===== src/rtl/mc_ctrl.sv =====
// -----------------------------------------------------------------------------
// mc_ctrl -- multi-cycle control unit for a small RV32I subset.
//
// Sequences each instruction through FETCH -> DECODE -> EXEC -> (MEM) -> (WB).
// It produces the datapath strobes combinationally from the current state and
// the instruction fields. A wait counter bounds how long FETCH or MEM may stall
// on mem_ready. Any illegal instruction or stall timeout parks the unit in a
// sticky TRAP state that only rst_n can leave.
//
// Ports
//   clk, rst_n          clock; asynchronous active-low reset
//   opcode/funct3/      instruction register fields (ignored while in FETCH)
//   funct7_5
//   zero                ALU zero flag, decides a BEQ
//   mem_ready           completion of the current memory request
//   mem_req, mem_we     memory request / write enable
//   ir_we, pc_we,       instruction register write, PC write,
//   pc_src              PC source (0 = pc+4, 1 = branch target)
//   reg_we, wb_sel      register file write, writeback select (1 = memory)
//   alu_src_b           ALU B operand select (1 = immediate)
//   alu_op              ALU control code
//   trap, retire        sticky trap flag, instruction-retired pulse
//   state               current state code
// -----------------------------------------------------------------------------
module mc_ctrl #(
   parameter int unsigned MEM_TIMEOUT = 15
) (
   input  logic       clk,
   input  logic       rst_n,
   input  logic [6:0] opcode,
   input  logic [2:0] funct3,
   input  logic       funct7_5,
   input  logic       zero,
   input  logic       mem_ready,
   output logic       mem_req,
   output logic       mem_we,
   output logic       ir_we,
   output logic       pc_we,
   output logic       pc_src,
   output logic       reg_we,
   output logic       wb_sel,
   output logic       alu_src_b,
   output logic       trap,
   output logic       retire,
   output logic [3:0] alu_op,
   output logic [2:0] state
);

   localparam logic [2:0] ST_FETCH  = 3'd0;
   localparam logic [2:0] ST_DECODE = 3'd1;
   localparam logic [2:0] ST_EXEC   = 3'd2;
   localparam logic [2:0] ST_MEM    = 3'd3;
   localparam logic [2:0] ST_WB     = 3'd4;
   localparam logic [2:0] ST_TRAP   = 3'd5;

   localparam logic [6:0] OPC_OPIMM  = 7'b0010011;
   localparam logic [6:0] OPC_OP     = 7'b0110011;
   localparam logic [6:0] OPC_LOAD   = 7'b0000011;
   localparam logic [6:0] OPC_STORE  = 7'b0100011;
   localparam logic [6:0] OPC_BRANCH = 7'b1100011;

   localparam logic [3:0] ALU_AND = 4'b0000;
   localparam logic [3:0] ALU_OR  = 4'b0001;
   localparam logic [3:0] ALU_ADD = 4'b0010;
   localparam logic [3:0] ALU_SUB = 4'b0110;
   localparam logic [3:0] ALU_SLT = 4'b0111;

   localparam logic [7:0] TIMEOUT_C = 8'(MEM_TIMEOUT);

   logic [2:0] state_q, state_d;
   logic [7:0] wait_q, wait_d;

   logic is_opimm, is_op, is_load, is_store, is_branch;
   logic legal_f3, legal;
   logic rdy, timed_out;
   logic [3:0] alu_exec;

   // Instruction classification and legality.
   always_comb begin
      is_opimm  = (opcode == OPC_OPIMM);
      is_op     = (opcode == OPC_OP);
      is_load   = (opcode == OPC_LOAD);
      is_store  = (opcode == OPC_STORE);
      is_branch = (opcode == OPC_BRANCH);
      legal_f3  = (funct3 == 3'b000) || (funct3 == 3'b111) ||
                  (funct3 == 3'b110) || (funct3 == 3'b010);
      legal     = (is_opimm & legal_f3)
                | (is_op & ((legal_f3 & ~funct7_5) | ((funct3 == 3'b000) & funct7_5)))
                | ((is_load | is_store) & (funct3 == 3'b010))
                | (is_branch & (funct3 == 3'b000));
   end

   // ALU code for the EXEC cycle.
   always_comb begin
      alu_exec = ALU_ADD;
      if (is_load || is_store) begin
         alu_exec = ALU_ADD;
      end else if (is_branch) begin
         alu_exec = ALU_SUB;
      end else begin
         case (funct3)
            3'b000:  alu_exec = (is_op && funct7_5) ? ALU_SUB : ALU_ADD;
            3'b111:  alu_exec = ALU_AND;
            3'b110:  alu_exec = ALU_OR;
            3'b010:  alu_exec = ALU_SLT;
            default: alu_exec = ALU_ADD;
         endcase
      end
   end

   // Next state and outputs.
   always_comb begin
      // NOTE: every signal gets a default before the case so no path leaves it
      // unassigned; an unassigned path would infer a latch.
      state_d   = state_q;
      mem_req   = 1'b0;
      mem_we    = 1'b0;
      ir_we     = 1'b0;
      pc_we     = 1'b0;
      pc_src    = 1'b0;
      reg_we    = 1'b0;
      wb_sel    = 1'b0;
      alu_src_b = 1'b0;
      trap      = 1'b0;
      retire    = 1'b0;
      alu_op    = ALU_ADD;

      // Completion is masked while reset is held so that asserting rst_n
      // cuts off any pc_we/ir_we immediately, even with mem_ready high.
      rdy       = mem_ready & rst_n;
      // Ready on the last allowed cycle wins over the timeout.
      timed_out = (wait_q == TIMEOUT_C) & ~mem_ready;

      case (state_q)
         ST_FETCH: begin
            mem_req = 1'b1;
            if (rdy) begin
               ir_we   = 1'b1;
               pc_we   = 1'b1;
               state_d = ST_DECODE;
            end else if (timed_out) begin
               state_d = ST_TRAP;
            end
         end
         ST_DECODE: begin
            state_d = legal ? ST_EXEC : ST_TRAP;
         end
         ST_EXEC: begin
            alu_op    = alu_exec;
            alu_src_b = is_opimm | is_load | is_store;
            if (is_branch) begin
               pc_we   = zero;
               pc_src  = 1'b1;
               retire  = 1'b1;
               state_d = ST_FETCH;
            end else if (is_load || is_store) begin
               state_d = ST_MEM;
            end else if (is_op || is_opimm) begin
               state_d = ST_WB;
            end else begin
               state_d = ST_TRAP;
            end
         end
         ST_MEM: begin
            mem_req = 1'b1;
            mem_we  = is_store;
            if (rdy) begin
               if (is_store) begin
                  retire  = 1'b1;
                  state_d = ST_FETCH;
               end else begin
                  state_d = is_load ? ST_WB : ST_TRAP;
               end
            end else if (timed_out) begin
               state_d = ST_TRAP;
            end
         end
         ST_WB: begin
            reg_we  = 1'b1;
            wb_sel  = is_load;
            retire  = 1'b1;
            state_d = ST_FETCH;
         end
         ST_TRAP: begin
            trap = 1'b1;
         end
         default: begin
            state_d = ST_TRAP;
         end
      endcase

      // The counter restarts on every state change, so it is zero on entry to
      // FETCH or MEM; it only advances while stalled there.
      if (state_d != state_q) begin
         wait_d = 8'd0;
      end else if (((state_q == ST_FETCH) || (state_q == ST_MEM)) && !mem_ready) begin
         wait_d = wait_q + 8'd1;
      end else begin
         wait_d = wait_q;
      end
   end

   assign state = state_q;

   always_ff @(posedge clk or negedge rst_n) begin
      if (!rst_n) begin
         state_q <= ST_FETCH;
         wait_q  <= 8'd0;
      end else begin
         // NOTE: sequential state uses non-blocking assignment so every flop
         // samples the pre-edge value regardless of statement order.
         state_q <= state_d;
         wait_q  <= wait_d;
      end
   end

endmodule


===== config.mk =====
export PLATFORM = sky130hd
export DESIGN_NAME = mc_ctrl
export DESIGN_NICKNAME = d
export VERILOG_FILES = /design/src/rtl/mc_ctrl.sv
export SDC_FILE = /design/constraint.sdc
export NUM_CORES = 1
export LEC_CHECK = 0
export CAP_MARGIN = 10
export CORE_MARGIN = 2
export CORE_UTILIZATION = 40
export DETAILED_ROUTE_END_ITERATION = 8
export DONT_BUFFER_PORTS = 1
export GPL_ROUTABILITY_DRIVEN = 0
export HOLD_SLACK_MARGIN = 0.05
export PLACE_DENSITY = 0.58
export SETUP_SLACK_MARGIN = 0.4
export SYNTH_ARGS = -nofsm -noshare
export SYNTH_HDL_FRONTEND = slang
export SYNTH_SLANG_ARGS = --single-unit

===== constraint.sdc =====
create_clock -name clk -period 1.9 [get_ports clk]
set_input_delay 0.19 -clock clk [delete_from_list [all_inputs] [get_ports clk]]
set_output_delay 0.19 -clock clk [all_outputs]
set_load 0.01 [all_outputs]

After elaboration in Yosys (flattened, before gate mapping)
Index checks and enable logic that the tools add are counted.
- logic and storage cells: 80
- flip-flop bits (word level): 11
- reduce and logical (&&, ||, !) cells: 13
- bitwise logic cells: 17
- eq/ne operators: 15
- muxes and demuxes: 32
- $add $sub $neg: 1
- operators with widths (cell ; count):
    2-to-1 mux 3 bit ; 11
    case mux 3 bit (6 select lines) ; 1
    2-to-1 mux 8 bit ; 2
    2-to-1 mux 1 bit ; 15
    equality test 7 x 6 -> 1 bit (second input constant) ; 2
    equality test 3 bit (second input constant) ; 4
    case mux 3 bit (4 select lines) ; 1
    equality test 3 x 2 -> 1 bit (second input constant) ; 3
    adder 8 x 1 -> 8 bit (second input constant) ; 1
    bitwise AND 1 bit ; 8
    equality test 8 x 4 -> 1 bit (second input constant) ; 1
    equality test 7 x 2 -> 1 bit (second input constant) ; 1
    equality test 7 x 5 -> 1 bit (second input constant) ; 1
    equality test 7 bit (second input constant) ; 1
    OR 1 bit ; 7
    logical NOT 3 bit ; 2
    logical OR 1 bit ; 6
    equality test 3 x 1 -> 1 bit (second input constant) ; 1
    inequality test 3 bit ; 1
    case mux 1 bit (3 select lines) ; 1
    logical AND 1 bit ; 2
    NOT 1 bit ; 2
    case mux 1 bit (2 select lines) ; 1
    nonzero test 2 bit ; 1
    2 further kinds ; 2

Depth between registers and ports, before layout
Gate-level depths: netlist of the first run.
- depth in word-level cells: 14
- mapped depth: 6
- depth with buffers taken out: 5

Least setup slack after synthesis of the first run
Ideal clock, no wire load.
- path kind: register -> output
- start: reg state_q[0], in the netlist state[0]
- end: out pc_we
- required time: 1.710 ns
- cell stages (with the launch flop): 5
- arrival time: 1.748 ns
- slack: -0.038 ns
- cell sequence: dfrtp_1 > buf_6 > or3b_1 > nor4_1 > a31o_2
- longest elaborated chain between the ends: 2
- elaborated cells on any way between the ends: 3
- those cells by class: 1 x eq/ne; 1 x mux; 1 x reduce/logical
- ends and longest elaborated chain (element ; line ; source):
    start: declaration ; 70 ; logic [2:0] state_q, state_d;
    start signal: assignment ; 212 ; state_q <= state_d;
    equality test 3 x 2 -> 1 bit or logical NOT 3 bit (tied branches) ; 134 ; case (state_q)
    case mux 1 bit (2 select lines) * ; 134 ;
    end: declaration ; 38 ; output logic pc_we,
Mark *: on every way between the ends. The rest lies on a longest branch, timed or not.

Worst setup path in the final report of the first run
- start: reg state_q[1], in the netlist state[1]
- end: reg wait_q[5]
- longest elaborated chain between the ends: 5
- elaborated cells on any way between the ends: 15
- those cells by class: 6 x eq/ne; 5 x mux; 4 x reduce/logical
- ends and longest elaborated chain (element ; line ; source):
    2-to-1 mux 3 bit ; 141, 174 ;
    2-to-1 mux 3 bit, on equally long branches ; 167, 137 ;
    case mux 3 bit (6 select lines) ; 134 ;
    inequality test 3 bit ; 194 ; if (state_d != state_q) begin
    2-to-1 mux 8 bit or nonzero test 2 bit (tied branches) ; -- ;
    end signal: assignment ; 213 ; wait_q <= wait_d;
    end: declaration ; 71 ; logic [7:0] wait_q, wait_d;
Several ways; a longest one is shown, not always the timed one.
A chain may end at the register's enable or synchronous reset.

==> metrics.txt, run 1 <==
CTS root buffer=clkbuf_4; vias in the first global route=1051; Area growth, synth to finish=68.7%; worst hold path stage count=3; WP data arrival=approximately 2.1 ns; Cell Pwr Density=between 200 and 300 nW/um2; min-delay src=opcode[6]; Antenna Nets Post-Route=0; top cells by area, synth=dfrtp_1 (29%), nor4_1 (5.2%), a21oi_1 (3.7%); Sw Pwr=roughly 0.00013 W; Row Count=17; switching share of power=0.265; MaxCap Viol Count=0; port bufs=0; CTS Buffer Depth=2; gr ovfl total=0; residual DRC count=0; share of cells above drive strength 1=0.553; Crit Path Class=reg2reg; design area=1610 um2; Power Total=0.000477 W; Clk pwr share=0.347; fmax=542 MHz; height of the die=about 53 um; cell taking the most area after synthesis=dfrtp_1; R2R setup slack=0.05 ns; Pint=about 0.00035 W; combinational fraction of design power=0.133; gr busiest metal=met2; synth warn=0; GRT Util Overall=0.259; H-tree Lvls=1; 1st-iter DRT viols=39; critical path peak fanout=4; final WL=roughly 3.6 mm; First-pass DRT Iterations=4; Final HPWL DP=~2.0 mm; final setup vio count=0; RSZ-0062 raised after global routing=true; DR vias=roughly 1100; # IOs=32; CP Capture Type=register; crit share post-route=0.972; Async S/R FF share, synth=1.00; Syn Inst Count=around 120; Pins Over Slew Limit=0; WL per Instance=20.0 um; Net Count, Synth=133; Hold Fails Final Rpt=0; clock tree from TritonCTS=done; most common cell in the netlist=dfrtp_1; Worst Hold Path EP=state[1]; reg-to-reg startpoint=state[1]; pin count of the biggest net entering global routing=12; Worst-Skew Late Latency=0.28 ns; final net count=between 150 and 200; antenna cells=0; die width=~53 um; met1 usage in global routing=0.353; R2R depth=5; Clock Skews=~0.0084 ns; post-synth top area share=0.288; Core ar.=around 2200 um2; Seq pwr share=0.519; Yosys reg bits=11; DR vias/cell=roughly 6.4; maximum VDD drop=0.000420 V; list of most frequent post-synthesis cells=dfrtp_1 (11), nor2_1 (9), nand2_1 (8), nor4_1 (8), a21oi_1 (7); met2 layer usage reported by global route=0.390; CTS Sinks=11; met3 Usage GRT=0.0904; worst hold path type=in2reg; worst-margin pin slew=0.515 ns; min cycle time layout=1.85 ns; Post-synth EDFFs=0; final core occ=0.721; Placed Area=1120 um2; Starting Density=0.427; outcome=finished, final reports clean; Reg-to-Reg End=wait_q[5]; Critical Path RT=~2.1 ns; initial antenna violation count=0; Syn Area/Cell=around 8.2 um2; normalized max-slew margin=0.655; CTS Buf Count=3; synthesized area=~950 um2; sequential share of the synthesized area=0.288; Reg clk slew, reported paths=0.08 ns; startpoint types=register; die area=between 2000 and 3000 um2; Main synth FF type=dfrtp_1; Leakage Power=approximately 0.57 nW; first-pass GRT wire length=5.23 mm; Synth cell types=46
-- metrics by stage --
step | instances | setup slack [ns] | hold WS [ns] | TNS, ns
2_1_floorplan | 117 | 0.00932 | -0.106 | 0
3_3_place_gp | 151 | 0.179 | -0.105 | 0
3_5_place_dp | 151 | 0.130 | -0.105 | 0
4_1_cts | 171 | 0.0845 | 0.151 | 0
5_1_grt | 178 | -0.00556 | 0.174 | -0.00970
6_report | 178 | 0.0536 | 0.166 | 0
-- kinds of logic (layout without fill, tap and decap cells) --
logic type,after synthesis,count (layout),share of synthesized area
buf+inv,12,45,0.0603
simple gates,59,59,0.356
fa+ha+maj,1,1,0.0131
xor+xnor,6,6,0.0629
mux,1,1,0.0105
other cells,1,1,0.00393
compound gates,26,26,0.204
flops,11,11,0.288
-- registers in the layout (all words and copies together), names as in the netlist --
signal	cells
wait_q	8
state	3
-- worst max path at each step --
stage | startpoint | endpoint | slack, ns | cells after the start
final | state[1] | wait_q[5] | 0.05 | 5
after global routing | state[1] | wait_q[7] | -0.006 | 5
after CTS | state[0] | pc_we | 0.08 | 3
after detailed placement | state[0] | wait_q[5] | 0.13 | 4
after global placement | state[0] | wait_q[5] | 0.18 | 4
after floorplan | state[0] | wait_q[5] | 0.009 | 6
-- layer usage --
| metal | part of all wire | vias up |
|---|---|---|
| met2 | 0.49 | 54 |
| met1 | 0.42 | 571 |
| met3 | 0.073 | 6 |
| li1 | - | 516 |
| met5 | 0 | - |
| met4 | 0.011 | 0 |
-- what timing repair did --
action                                  in CTS  in global routing
buffers inserted                            15                  7
gates resized for setup                     41                 17
endpoints found under the setup margin      24                 24
hold buffers                                 1                  0
endpoints found under the hold margin       11                  0
pin swaps                                   22                  6
-- area by class of cell --
cell class / instances / area, um2
clock buffers: 4 / 26.3
fillers: 167 / 623
flip-flops and latches: 11 / 279
inverters: 5 / 26.3
well taps: 28 / 35.0
repair buffers: 36 / 343
multi-input cells: 94 / 901
-- power by group through the flow --
stage,clock (W),sequential (W),combinational [W]
after floorplan,0,0.000250,0.0000406
after global placement,0,0.000251,0.0000373
after detailed placement,0,0.000252,0.0000380
after CTS,0.000170,0.000247,0.0000588
after global routing,0.000183,0.000248,0.0000705
final,0.000166,0.000248,0.0000637
-- critical path, cell delays in order (launching register included) --
cell,delay [ns]
dfrtp_2,0.45
buf_12,0.15
xor2_4,0.18
or3_4,0.39
or4_1,0.46
a21oi_2,0.15
-- cells in the final DEF (no fill, tap or decap), types with 2 or more instances in the layout --
cell	n
a2111oi_4	2
a211o_1	2
a211oi_2	2
a21oi_1	4
a21oi_2	2
a31o_2	2
buf_12	2
buf_4	22
buf_6	10
clkbuf_4	3
clkinvlp_4	2
dfrtp_1	8
dfrtp_2	3
inv_1	2
nand2_1	7
nand2b_1	5
nand3_1	5
nand3b_1	2
nor2_1	3
nor2_2	3
nor2_4	3
nor3_1	2
nor3_4	4
nor4_1	2
nor4_2	3
nor4_4	3
o211ai_1	2
or4_1	2
xnor2_1	4
Note: power is estimated with default switching activity, not from simulation.
==> run 2: changes to the inputs <==
--- a/config.mk
+++ b/config.mk
@@ -5,14 +5,14 @@
 export SDC_FILE = /design/constraint.sdc
 export NUM_CORES = 1
 export LEC_CHECK = 0
+export BUFFER_PORTS_ARGS = -buffer_cell sky130_fd_sc_hd__buf_2
 export CAP_MARGIN = 10
 export CORE_MARGIN = 2
 export CORE_UTILIZATION = 40
 export DETAILED_ROUTE_END_ITERATION = 8
-export DONT_BUFFER_PORTS = 1
 export GPL_ROUTABILITY_DRIVEN = 0
 export HOLD_SLACK_MARGIN = 0.05
-export PLACE_DENSITY = 0.58
+export PLACE_DENSITY = 0.7
 export SETUP_SLACK_MARGIN = 0.4
 export SYNTH_ARGS = -nofsm -noshare
 export SYNTH_HDL_FRONTEND = slang
==> run 2 against run 1 <==
  * Sequential share of layout area decreased by 0.93 points
  * Wire length grew 2.6%
  * Critical path depth shrank 1
  * Clock-buffer cell count down 1
  * Total power rose by 7.9%
  * Global-route usage rose by 0.29 points
  * Combinational power rose by 53%
  * Critical path type is now reg2out
  * Highest routed layer unchanged
==> metrics.txt, run 2 (synthesis results as in run 1) <==
outcome=finished, final reports clean (unchanged); final net count=191 (was 167); worst-margin pin slew=0.526 ns (was 0.515 ns); Crit Path Class=reg2out (was reg2reg); WP data arrival=1.67 ns (was 2.06 ns); Top reg by flops=wait_q (unchanged); Hold Fails Final Rpt=0 (unchanged); Final HPWL DP=2.10 mm (was 1.96 mm); R2R depth=5 (unchanged); antenna cells=0 (unchanged); max incr delay on CP=0.44 ns (was 0.46 ns); CTS Buffer Depth=2 (unchanged); first-pass GRT wire length=5.34 mm (was 5.23 mm); final setup vio count=0 (unchanged); # IOs=32 (unchanged); MaxCap Viol Count=0 (unchanged); crit share post-route=0.978 (was 0.972); maximum VDD drop=0.000548 V (was 0.000420 V); final std cells w/o fill=202 (was 178); Power Total=0.000515 W (was 0.000477 W); critical path peak fanout=3 (was 4); Cell Pwr Density=303 nW/um2 (was 296 nW/um2); commonest non-fill, non-tap cell in the layout=buf_2 (was buf_4); Critical Path RT=1.71 ns (was 2.11 ns); fmax=538 MHz (was 542 MHz); Row Count=17 (unchanged); Pins Over Slew Limit=0 (unchanged); CTS Sinks=11 (unchanged); Leakage Power=0.685 nW (was 0.570 nW); residual DRC count=0 (unchanged); Area growth, synth to finish=78.2% (was 68.7%); crit path buf inv count=1 (unchanged); switching share of power=0.305 (was 0.265); CTS root buffer=clkbuf_4 (unchanged); 1st-iter DRT viols=55 (was 39); CP Capture Type=output port (was register); First-pass DRT Iterations=4 (unchanged); pin count of the biggest net entering global routing=11 (was 12); RSZ-0062 raised after global routing=true (unchanged); WL per Instance=18.1 um (was 20.0 um); final WL=3.66 mm (was 3.57 mm); setup TNS=0 ns (unchanged); worst hold path type=in2async (was in2reg); Clk pwr share=0.330 (was 0.347); GRT Util Overall=0.262 (was 0.259); Sw Pwr=0.000157 W (was 0.000126 W); Clock Skews=0.00268 ns (was 0.00836 ns); Seq pwr share=0.481 (was 0.519); Top delay family on crit path=simple AND/OR/NAND/NOR gates (unchanged); die width=52.9 um (unchanged); H-tree Lvls=1 (unchanged); gr ovfl total=0 (unchanged); Placed Cells=176 (was 151); port bufs=30 (was 0); CTS Buf Count=3 (unchanged); die area=2790 um2 (unchanged); fillers=136 (was 167); combinational fraction of design power=0.189 (was 0.133); startpoint types=register (unchanged); Starting Density=0.427 (unchanged); Antenna Nets Post-Route=0 (unchanged); most frequent cells in the layout=buf_2 (26), buf_4 (17), buf_6 (14) (was buf_4 (22), buf_6 (10), dfrtp_1 (8)); share of cells above drive strength 1=0.615 (was 0.553); vias in the first global route=1143 (was 1051); Crit-path slowest cell=or3b_4 (was or4_1); worst-path cell chain=or3b_4 > nor4_4 > a31o_2 > buf_6 (was buf_12 > xor2_4 > or3_4 > or4_1 > a21oi_2); DR vias=1222 (was 1147); Pint=0.000358 W (was 0.000351 W); pre-CTS setup slack=0.144 ns (was 0.130 ns); min cycle time layout=1.86 ns (was 1.85 ns); reg-to-reg startpoint=state[0] (was state[1]); final setup margin=0.0411 ns (was 0.0536 ns); height of the die=52.9 um (unchanged); Reg clk slew, reported paths=0.07 ns (was 0.08 ns); initial antenna violation count=0 (unchanged); DR vias/cell=6.05 (was 6.44); normalized max-slew margin=0.649 (was 0.655); clock tree from TritonCTS=done (unchanged); Worst-Skew Late Latency=0.29 ns (was 0.28 ns); max reg flops=8 (unchanged); final core occ=0.762 (was 0.721); Core ar.=2230 um2 (unchanged); Reg-to-Reg End=wait_q[5] (unchanged); R2R setup slack=0.05 ns (about the same)
==> run 2: changes by cell type in the layout (fill, tap and decap cells not counted), sizes merged <==
| cell | change |
|---|---|
| buf | +24 |
| clkbuf | -1 |
| clkinv | +1 |
| clkinvlp | -1 |
| inv | +1 |
==> run 2: what timing repair did <==
| item | 4_1_cts | 5_1_grt |
|---|---|---|
| endpoints found under the setup margin | 23 | 25 |
| setup buffers | 18 | 3 |
| endpoints found under the hold margin | 11 | 0 |
| hold buffers | 1 | 0 |
| pin swaps | 13 | 5 |
| resized for setup | 36 | 26 |
==> run 2: worst register-to-register path: stages (launching register included) <==
cell and delay [ns]:
dfrtp_2 0.42, buf_4 0.16, xor2_4 0.20, or3_4 0.36
or4_4 0.52, a21oi_2 0.12
==> run 2: per-layer routing <==
layer | track usage | vias up | part of all wire
li1 | - | 562 | -
met1 | 0.340 | 575 | 0.39
met2 | 0.450 | 66 | 0.51
met3 | 0.0508 | 19 | 0.073
met4 | 0.0556 | 0 | 0.030
met5 | 0 | - | 0
==> run 2: stage by stage <==
step / area, um2 / hold WS [ns]
finish: 1700 / 0.261
global route: 1700 / 0.268
CTS: 1570 / 0.268
detailed placement: 1230 / -0.00429
global placement: 1230 / -0.00579
floorplan: 1030 / -0.106
==> run 2: area by class of cell <==
class	count	area, um2	area share
multi-input combinational	94	872	0.513
timing repair buffer	60	460	0.271
sequential	11	279	0.164
tap	28	35.0	0.0206
inverter	5	27.5	0.0162
clock buffer	3	22.5	0.0132
clock inverter	1	5.00	0.00294
==> run 2: how the worst max path moves through the flow <==
stage | start | endpoint | slack (ns) | cells past startpoint
CTS | state[0] | pc_we | 0.06 | 4
detailed placement | state[0] | wait_q[5] | 0.14 | 4
global placement | opcode[2] | state[2] | 0.16 | 5
finish | state[0] | pc_we | 0.04 | 4
floorplan | state[0] | wait_q[5] | 0.009 | 6
global route | state[0] | pc_we | -0.04 | 4
==> run 2: power groups by stage <==
stage / Clock (W) / Sequential (W) / Combinational [W]
floorplan: 0 / 0.000250 / 0.0000406
global placement: 0 / 0.000251 / 0.0000707
detailed placement: 0 / 0.000252 / 0.0000732
CTS: 0.000167 / 0.000247 / 0.0000854
global route: 0.000184 / 0.000248 / 0.000105
finish: 0.000170 / 0.000248 / 0.0000972
